`src/rtl/dp_ram_port_arbiter.sv`:
```
// Two-port arbiter in front of a single-port synchronous RAM.
// Round-robin between ports, write-first on same-address read/write collisions,
// read data routed back to the issuing port through a fixed-latency tag pipeline.
module dp_ram_port_arbiter #(
    parameter int unsigned ADDR_WIDTH = 8,
    parameter int unsigned DATA_WIDTH = 8,
    parameter int unsigned RD_LATENCY = 1
) (
    input  logic                  clk,
    input  logic                  rst_n,
    input  logic                  a_valid,
    output logic                  a_ready,
    input  logic [1:0]            a_op,
    input  logic [ADDR_WIDTH-1:0] a_addr,
    input  logic [DATA_WIDTH-1:0] a_wdata,
    output logic                  a_rvalid,
    output logic [DATA_WIDTH-1:0] a_rdata,
    input  logic                  b_valid,
    output logic                  b_ready,
    input  logic [1:0]            b_op,
    input  logic [ADDR_WIDTH-1:0] b_addr,
    input  logic [DATA_WIDTH-1:0] b_wdata,
    output logic                  b_rvalid,
    output logic [DATA_WIDTH-1:0] b_rdata,
    output logic                  mem_en,
    output logic                  mem_we,
    output logic [ADDR_WIDTH-1:0] mem_addr,
    output logic [DATA_WIDTH-1:0] mem_wdata,
    input  logic [DATA_WIDTH-1:0] mem_rdata,
    output logic                  last_grant
);

    // PrioA: port A wins a plain contention (last grant went to B).
    typedef enum logic {PrioA = 1'b0, PrioB = 1'b1} prio_e;

    localparam logic [1:0] OpWrite = 2'd0;
    localparam logic [1:0] OpRead  = 2'd1;

    prio_e                 prio_q;
    logic                  a_req, b_req, collide;
    logic                  gnt_a, gnt_b, gnt_any, gnt_we, rd_gnt;
    logic [ADDR_WIDTH-1:0] gnt_addr;
    logic [DATA_WIDTH-1:0] gnt_wdata;

    logic                  mem_en_q, mem_we_q;
    logic [ADDR_WIDTH-1:0] mem_addr_q;
    logic [DATA_WIDTH-1:0] mem_wdata_q;

    // Tag pipeline: entry k is visible k+1 cycles after the read was accepted.
    logic [RD_LATENCY:0]   pipe_vld_q, pipe_port_q;
    logic                  exit_vld, exit_port;

    logic                  a_rvalid_q, b_rvalid_q;
    logic [DATA_WIDTH-1:0] a_rdata_q, b_rdata_q;

    // Ops 2 and 3 are NONE and never compete for the memory.
    assign a_req   = a_valid & ((a_op == OpWrite) | (a_op == OpRead));
    assign b_req   = b_valid & ((b_op == OpWrite) | (b_op == OpRead));
    assign collide = a_req & b_req & (a_addr == b_addr) & (a_op != b_op);

    // Grant selection: write-first on collision, otherwise round-robin.
    always_comb begin
        gnt_a = 1'b0;
        gnt_b = 1'b0;
        if (a_req && b_req) begin
            if (collide) begin
                gnt_a = (a_op == OpWrite);
            end else begin
                gnt_a = (prio_q == PrioA);
            end
            gnt_b = ~gnt_a;
        end else begin
            gnt_a = a_req;
            gnt_b = b_req;
        end
    end

    assign gnt_any   = gnt_a | gnt_b;
    assign gnt_we    = gnt_b ? (b_op == OpWrite) : (a_op == OpWrite);
    assign gnt_addr  = gnt_b ? b_addr : a_addr;
    assign gnt_wdata = gnt_b ? b_wdata : a_wdata;
    assign rd_gnt    = gnt_any & ~gnt_we;

    // NONE is accepted unconditionally; ready is held low during reset.
    assign a_ready = rst_n & a_valid & (~a_req | gnt_a);
    assign b_ready = rst_n & b_valid & (~b_req | gnt_b);

    // Priority FSM: flips toward the port that was not just granted.
    always_ff @(posedge clk or negedge rst_n) begin
        if (!rst_n) begin
            prio_q <= PrioA;
        end else if (gnt_a) begin
            prio_q <= PrioB;
        end else if (gnt_b) begin
            prio_q <= PrioA;
        end
    end

    assign last_grant = (prio_q == PrioA);

    // Memory stage: register the granted access toward the RAM.
    always_ff @(posedge clk or negedge rst_n) begin
        if (!rst_n) begin
            mem_en_q    <= 1'b0;
            mem_we_q    <= 1'b0;
            mem_addr_q  <= '0;
            mem_wdata_q <= '0;
        end else begin
            mem_en_q <= gnt_any;
            mem_we_q <= gnt_any & gnt_we;
            if (gnt_any) begin
                mem_addr_q  <= gnt_addr;
                mem_wdata_q <= gnt_wdata;
            end
        end
    end

    assign mem_en    = mem_en_q;
    assign mem_we    = mem_we_q;
    assign mem_addr  = mem_addr_q;
    assign mem_wdata = mem_wdata_q;

    // Read tag pipeline: carries {valid, port} alongside the RAM latency.
    always_ff @(posedge clk or negedge rst_n) begin
        if (!rst_n) begin
            pipe_vld_q  <= '0;
            pipe_port_q <= '0;
        end else begin
            pipe_vld_q  <= {pipe_vld_q[RD_LATENCY-1:0], rd_gnt};
            pipe_port_q <= {pipe_port_q[RD_LATENCY-1:0], gnt_b};
        end
    end

    assign exit_vld  = pipe_vld_q[RD_LATENCY];
    assign exit_port = pipe_port_q[RD_LATENCY];

    // Return stage: capture RAM data into the owning port, pulse its rvalid.
    always_ff @(posedge clk or negedge rst_n) begin
        if (!rst_n) begin
            a_rvalid_q <= 1'b0;
            b_rvalid_q <= 1'b0;
            a_rdata_q  <= '0;
            b_rdata_q  <= '0;
        end else begin
            a_rvalid_q <= exit_vld & ~exit_port;
            b_rvalid_q <= exit_vld & exit_port;
            if (exit_vld && !exit_port) begin
                a_rdata_q <= mem_rdata;
            end
            if (exit_vld && exit_port) begin
                b_rdata_q <= mem_rdata;
            end
        end
    end

    assign a_rvalid = a_rvalid_q;
    assign b_rvalid = b_rvalid_q;
    assign a_rdata  = a_rdata_q;
    assign b_rdata  = b_rdata_q;

endmodule
```
`config.mk`:
```
export PLATFORM = sky130hd
export DESIGN_NAME = dp_ram_port_arbiter
export DESIGN_NICKNAME = d
export VERILOG_FILES = /design/src/rtl/dp_ram_port_arbiter.sv
export SDC_FILE = /design/constraint.sdc
export NUM_CORES = 1
export LEC_CHECK = 0
export CORE_MARGIN = 3
export CORE_UTILIZATION = 48
export CTS_CLUSTER_SIZE = 28
export DETAILED_ROUTE_END_ITERATION = 7
export GPL_TIMING_DRIVEN = 0
export PLACE_DENSITY_LB_ADDON = 0.3
export SLEW_MARGIN = 30
export SYNTH_ARGS = -nofsm -noshare
export SYNTH_HDL_FRONTEND = slang
export SYNTH_SLANG_ARGS = --single-unit
```
`constraint.sdc`:
```
create_clock -name clk -period 6.95 [get_ports clk]
set_clock_uncertainty 0.2 [all_clocks]
set_input_delay 1.39 -clock clk [delete_from_list [all_inputs] [get_ports clk]]
set_output_delay 1.39 -clock clk [all_outputs]
set_load 0.005 [all_outputs]
```
Word level (Yosys, flattened, before mapping)
Cells that the tools add are included.

Eq/ne operators: 4. Muxes and demuxes: 9. Reductions and logical operators: 7. Bitwise logic cells: 24.

Operators by type and width (count): 2-to-1 mux 8 bit (2); bitwise AND 1 bit (13); == test 8 bit (1); 2-to-1 mux 1 bit (7); inverter 1 bit (6); OR 1 bit (5); == test 2 x 1 -> 1 bit (second input constant) (2); logical NOT 2 bit (2); logical AND 1 bit (3); inequality test 2 bit (1); nonzero test 2 bit (1); logical NOT 1 bit (1).

Word-level logic and storage cells: 55. Output and inout bits: 39. Bits of input ports: 48. Register bits: 41.

Longest topological paths before layout
Depth in word-level cells: 13. Gate-level depth with buffers: 7. Mapped depth without buffers: 5.

Least setup slack after synthesis
No wires, ideal clock.

Kind: input -> output. Start point: in a_op[0]. End point: out b_ready. Path buffers: 1. Arrival time: 2.844 ns. Data required time: 5.360 ns. Path slack: 2.516 ns. Stages: 6. Cells stage by stage: buf_4 > xor2_1 > o2111ai_2 > nor3_4 > mux2i_4 > o311a_1.

Longest elaborated chain between the ends: 12. Elaborated cells on any way between the ends: 15. Those cells by class: 2 x eq/ne; 3 x mux; 8 x bitwise; 2 x reduce/logical.

RTL lines: start, declared (RTL line 13) `input logic [1:0] a_op,`; == test 2 x 1 -> 1 bit / logical NOT 2 bit (equally long branches) (RTL line 57, 67); OR 1 bit (RTL line 57) `assign a_req = a_valid & ((a_op == OpWrite) | (a_op == OpRead));`; bitwise AND 1 bit (RTL line 57); bitwise AND 1 bit (3 in a row) (RTL line 59) `assign collide = a_req & b_req & (a_addr == b_addr) & (a_op != b_op);`; 2-to-1 mux 1 bit (RTL line 66) `if (collide) begin`; 2-to-1 mux 1 bit (RTL line 65) `if (a_req && b_req) begin`; inverter 1 bit (RTL line 71) `gnt_b = ~gnt_a;`; 2-to-1 mux 1 bit * (RTL line 65); OR 1 bit * (RTL line 86) `assign b_ready = rst_n & b_valid & (~b_req | gnt_b);`; bitwise AND 1 bit * (RTL line 86); end, declared (RTL line 19) `output logic b_ready,`.

Every way passes the cells marked *; elsewhere a longest branch is shown, timed or not. The select of a mux whose other input is x is not followed.

Worst setup path in the final report
Start point: in a_valid. End point: out b_ready.

Longest elaborated chain between the ends: 10. Elaborated cells on any way between the ends: 11. Those cells by class: 3 x mux; 7 x bitwise; 1 x reduce/logical.

RTL lines: start, declared (RTL line 11) `input logic a_valid,`; bitwise AND 1 bit * (RTL line 57); bitwise AND 1 bit (3 in a row) (RTL line 59); 2-to-1 mux 1 bit (RTL line 66); 2-to-1 mux 1 bit (RTL line 65); inverter 1 bit (RTL line 71); 2-to-1 mux 1 bit * (RTL line 65); OR 1 bit * (RTL line 86); bitwise AND 1 bit * (RTL line 86).

Marked as above.

==> out/summary.md <==
## Global routing
• overflow left after global routing: 0
• initial antenna violation count: 0
• gr busiest metal: met2
• pin count of the biggest net entering global routing: 29
• met1 GRT Util: 33.7%
• first-pass GRT wire length: 10900 um
• global-route usage over all layers: 25.3%
• met2 Usage GRT: 41.3%
• number of global-route vias before repair: 2271
• Global Route met3 Usage: 6.07%

## Floorplanning
• Core Box Area: 0.00450 mm2
• placement row count: 24
• die boundary width: 75.7 um
• number of placed I/O pins: 87
• vertical die dimension: 75.7 um
• starting utilization of the core area: 51.7%
• die area: 0.00572 mm2

## Detailed routing
• via count of the routed design: 2394
• DRC marker count from the first detailed-route iteration: 281
• final routed wirelength across all metal layers: 6950 um
• number of nets with antenna violations after detailed routing: 0
• length of the first detailed-routing pass in iterations: 5
• remaining routing DRC violations: 0
• via density per instance: 5.90
• Routed wire per std cell: 17.1 um

## Place
• Placed Area: 0.00326 mm2
• Post-DP HPWL: 5090 um
• dpl cells: 399
• number of I/O port buffers: 85
• RePlAce Congestion: 0.817
• minimum setup slack after placement: 1.29 ns

## STA
• Setup Total Neg Slack: 0 ns
• Max transition margin: 63.3%
• minimum hold slack: 0.152 ns
• fin crit share: 82.3%
• Final Worst Setup Slack: 1.23 ns
• number of setup violations in the final report: 0
• setup repair after global routing missed its margin: false
• final hold violation count: 0
• fin crit period: 5.72 ns
• final count of pins violating max slew: 0
• upper clock frequency limit: 175 MHz
• transition time of the tightest slew-check pin: 0.539 ns

## Clock network
• CTS sink cnt: 41
• CTS tree: yes
• clock latency on the worst-skew pair: 0.30 ns
• cell chosen for the clock root: sky130_fd_sc_hd__clkbuf_8
• CTS HTree Levels: 2
• Clock Pin Slew Worst Setup and Hold Paths: 0.07 ns
• Inserted Clock Buffers: 5
• clock buffer depth: 2
• Hold Buf Count CTS: 0
• post-cts resize count: 0
• number of setup buffers added after CTS: 0

## Worst setup path
• Critical Path Sink Type: primary output
• data arrival at the endpoint of the critical path: 4.13 ns
• element type at the critical path start: input port
• worst setup path class: input port to primary output
• critical path data required time: 5.36 ns
• maximum fanout along the worst path: 9

## Logic synthesis
• count of cell types in the netlist: 30
• Seq/Total Area, Yosys: 44.1%
• cell area after synthesis: 0.00233 mm2
• mean instance size in the synthesized netlist: 8.92 um2
• number of instances in the synthesized netlist: 261
• number of synthesized register bits: 41
• count of warnings emitted by yosys: 0
• Post-synth ARST share: 100%
• flip-flop cell with the highest count after synthesis: sky130_fd_sc_hd__dfrtp_1
• number of flops mapped to enable cells by yosys: 0
• Synthesized Nets: 309

## Layout
• Non-Filler Instances: 406
• area overhead of the layout relative to synthesis: 43.8%
• most frequent cells in the layout: 84 x sky130_fd_sc_hd__clkdlybuf4s50_1, 67 x sky130_fd_sc_hd__nand2_1, 65 x sky130_fd_sc_hd__a21oi_1, 41 x sky130_fd_sc_hd__dfrtp_1, 17 x sky130_fd_sc_hd__mux2i_1
• end-of-flow core utilization: 74.4%
• total of fill cells in the finished design: 337
• antenna cell count: 0
• share of final-layout standard cells stronger than drive strength 1: 9.04%
• commonest non-fill, non-tap cell in the layout: sky130_fd_sc_hd__clkdlybuf4s50_1
• final standard cell area without fillers: 0.00335 mm2
• number of nets in the layout: 402

## Pwr
• leakage dissipation: 1.40 nW
• Max IR drop VDD: 0.169 mV
• Total Power Consumption: 0.773 mW
• power density over cell area: 231 mW/mm2

## Run status
• run status: finished, final reports clean

## Job
• count of max-cap constraint violations: 0

## Min path
• class of the most critical hold timing path: flop to flop

-- worst paths after layout --
kind / cells past startpoint / slack [ns] / to / from
min: 0 / 0.15 / pipe_vld_q[1]$_DFF_PN0_ / pipe_vld_q[0]$_DFF_PN0_
min reg2reg: 0 / 0.15 / pipe_vld_q[1]$_DFF_PN0_ / pipe_vld_q[0]$_DFF_PN0_
max: 8 / 1.23 / b_ready / a_valid
max in group asynchronous: 2 / 5.26 / a_rvalid$_DFF_PN0_ / rst_n
max reg2reg: 4 / 5.22 / mem_addr[5]$_DFFE_PN0P_ / prio_q$_DFFE_PN0P_
min in group asynchronous: 1 / 0.81 / mem_wdata[0]$_DFFE_PN0P_ / rst_n
-- synth_stat cells, types with 2 or more instances --
cell	n	area, um2
sky130_fd_sc_hd__nand2_1	67	251
sky130_fd_sc_hd__a21oi_1	65	325
sky130_fd_sc_hd__dfrtp_1	41	1030
sky130_fd_sc_hd__mux2i_1	17	170
sky130_fd_sc_hd__mux2_2	16	180
sky130_fd_sc_hd__clkbuf_1	15	56.3
sky130_fd_sc_hd__xnor2_1	8	70.1
sky130_fd_sc_hd__inv_1	3	11.3
sky130_fd_sc_hd__nor2b_1	3	18.8
sky130_fd_sc_hd__buf_4	2	15.0
sky130_fd_sc_hd__nand2b_1	2	12.5
sky130_fd_sc_hd__nor2_1	2	7.51
sky130_fd_sc_hd__o21a_1	2	15.0
sky130_fd_sc_hd__xor2_1	2	17.5
-- area by class of cell --
class / count / area, um2 / share of cell area (%)
buffer: 19 / 87.6 / 2.61
clock buffer: 6 / 82.6 / 2.47
clock inverter: 1 / 7.51 / 0.224
inverter: 3 / 11.3 / 0.336
multi-input combinational: 198 / 1200 / 35.9
sequential: 41 / 1030 / 30.6
tap: 52 / 65.1 / 1.94
timing repair buffer: 86 / 866 / 25.8
-- flip-flops by register name (all words and copies together), names as in the netlist, 2 cells and up --
| register | cells |
|---|---|
| mem_wdata | 8 |
| b_rdata | 8 |
| mem_addr | 8 |
| a_rdata | 8 |
| pipe_port_q | 2 |
| pipe_vld_q | 2 |
-- logic make-up (layout without fill, tap and decap cells) --
group | after synthesis | in the layout | synth area share [%]
flip-flops | 41 | 41 | 44.1
multiplexers | 34 | 34 | 16.0
AND/OR/NAND/NOR | 77 | 77 | 13.6
XOR/XNOR | 10 | 10 | 3.76
buffers and inverters | 22 | 115 | 4.24
AO/OA/AOI/OAI | 77 | 77 | 18.3
-- worst max-delay path, cell delays in order --
cell,delay [ns]
sky130_fd_sc_hd__clkdlybuf4s50_1,0.50
sky130_fd_sc_hd__nor2b_1,0.16
sky130_fd_sc_hd__buf_4,0.18
sky130_fd_sc_hd__o2111ai_2,0.17
sky130_fd_sc_hd__nor3_4,0.40
sky130_fd_sc_hd__mux2i_4,0.58
sky130_fd_sc_hd__o311a_1,0.23
sky130_fd_sc_hd__clkdlybuf4s50_1,0.51
-- power by group --
| group | switching (mW) | internal (mW) | total, mW | leakage [nW] |
|---|---|---|---|---|
| registers | 0.0312 | 0.289 | 0.320 | 0.501 |
| logic | 0.116 | 0.174 | 0.290 | 0.857 |
| clock network | 0.0846 | 0.0786 | 0.163 | 0.0433 |
| total | 0.232 | 0.541 | 0.773 | 1.40 |
-- metal layers --
layer	vias up	routed length, um
li1	1095	-
met1	1128	2760
met2	158	3450
met3	13	654
met4	0	77
met5	-	0
Note: power is estimated with default switching activity, not from simulation.
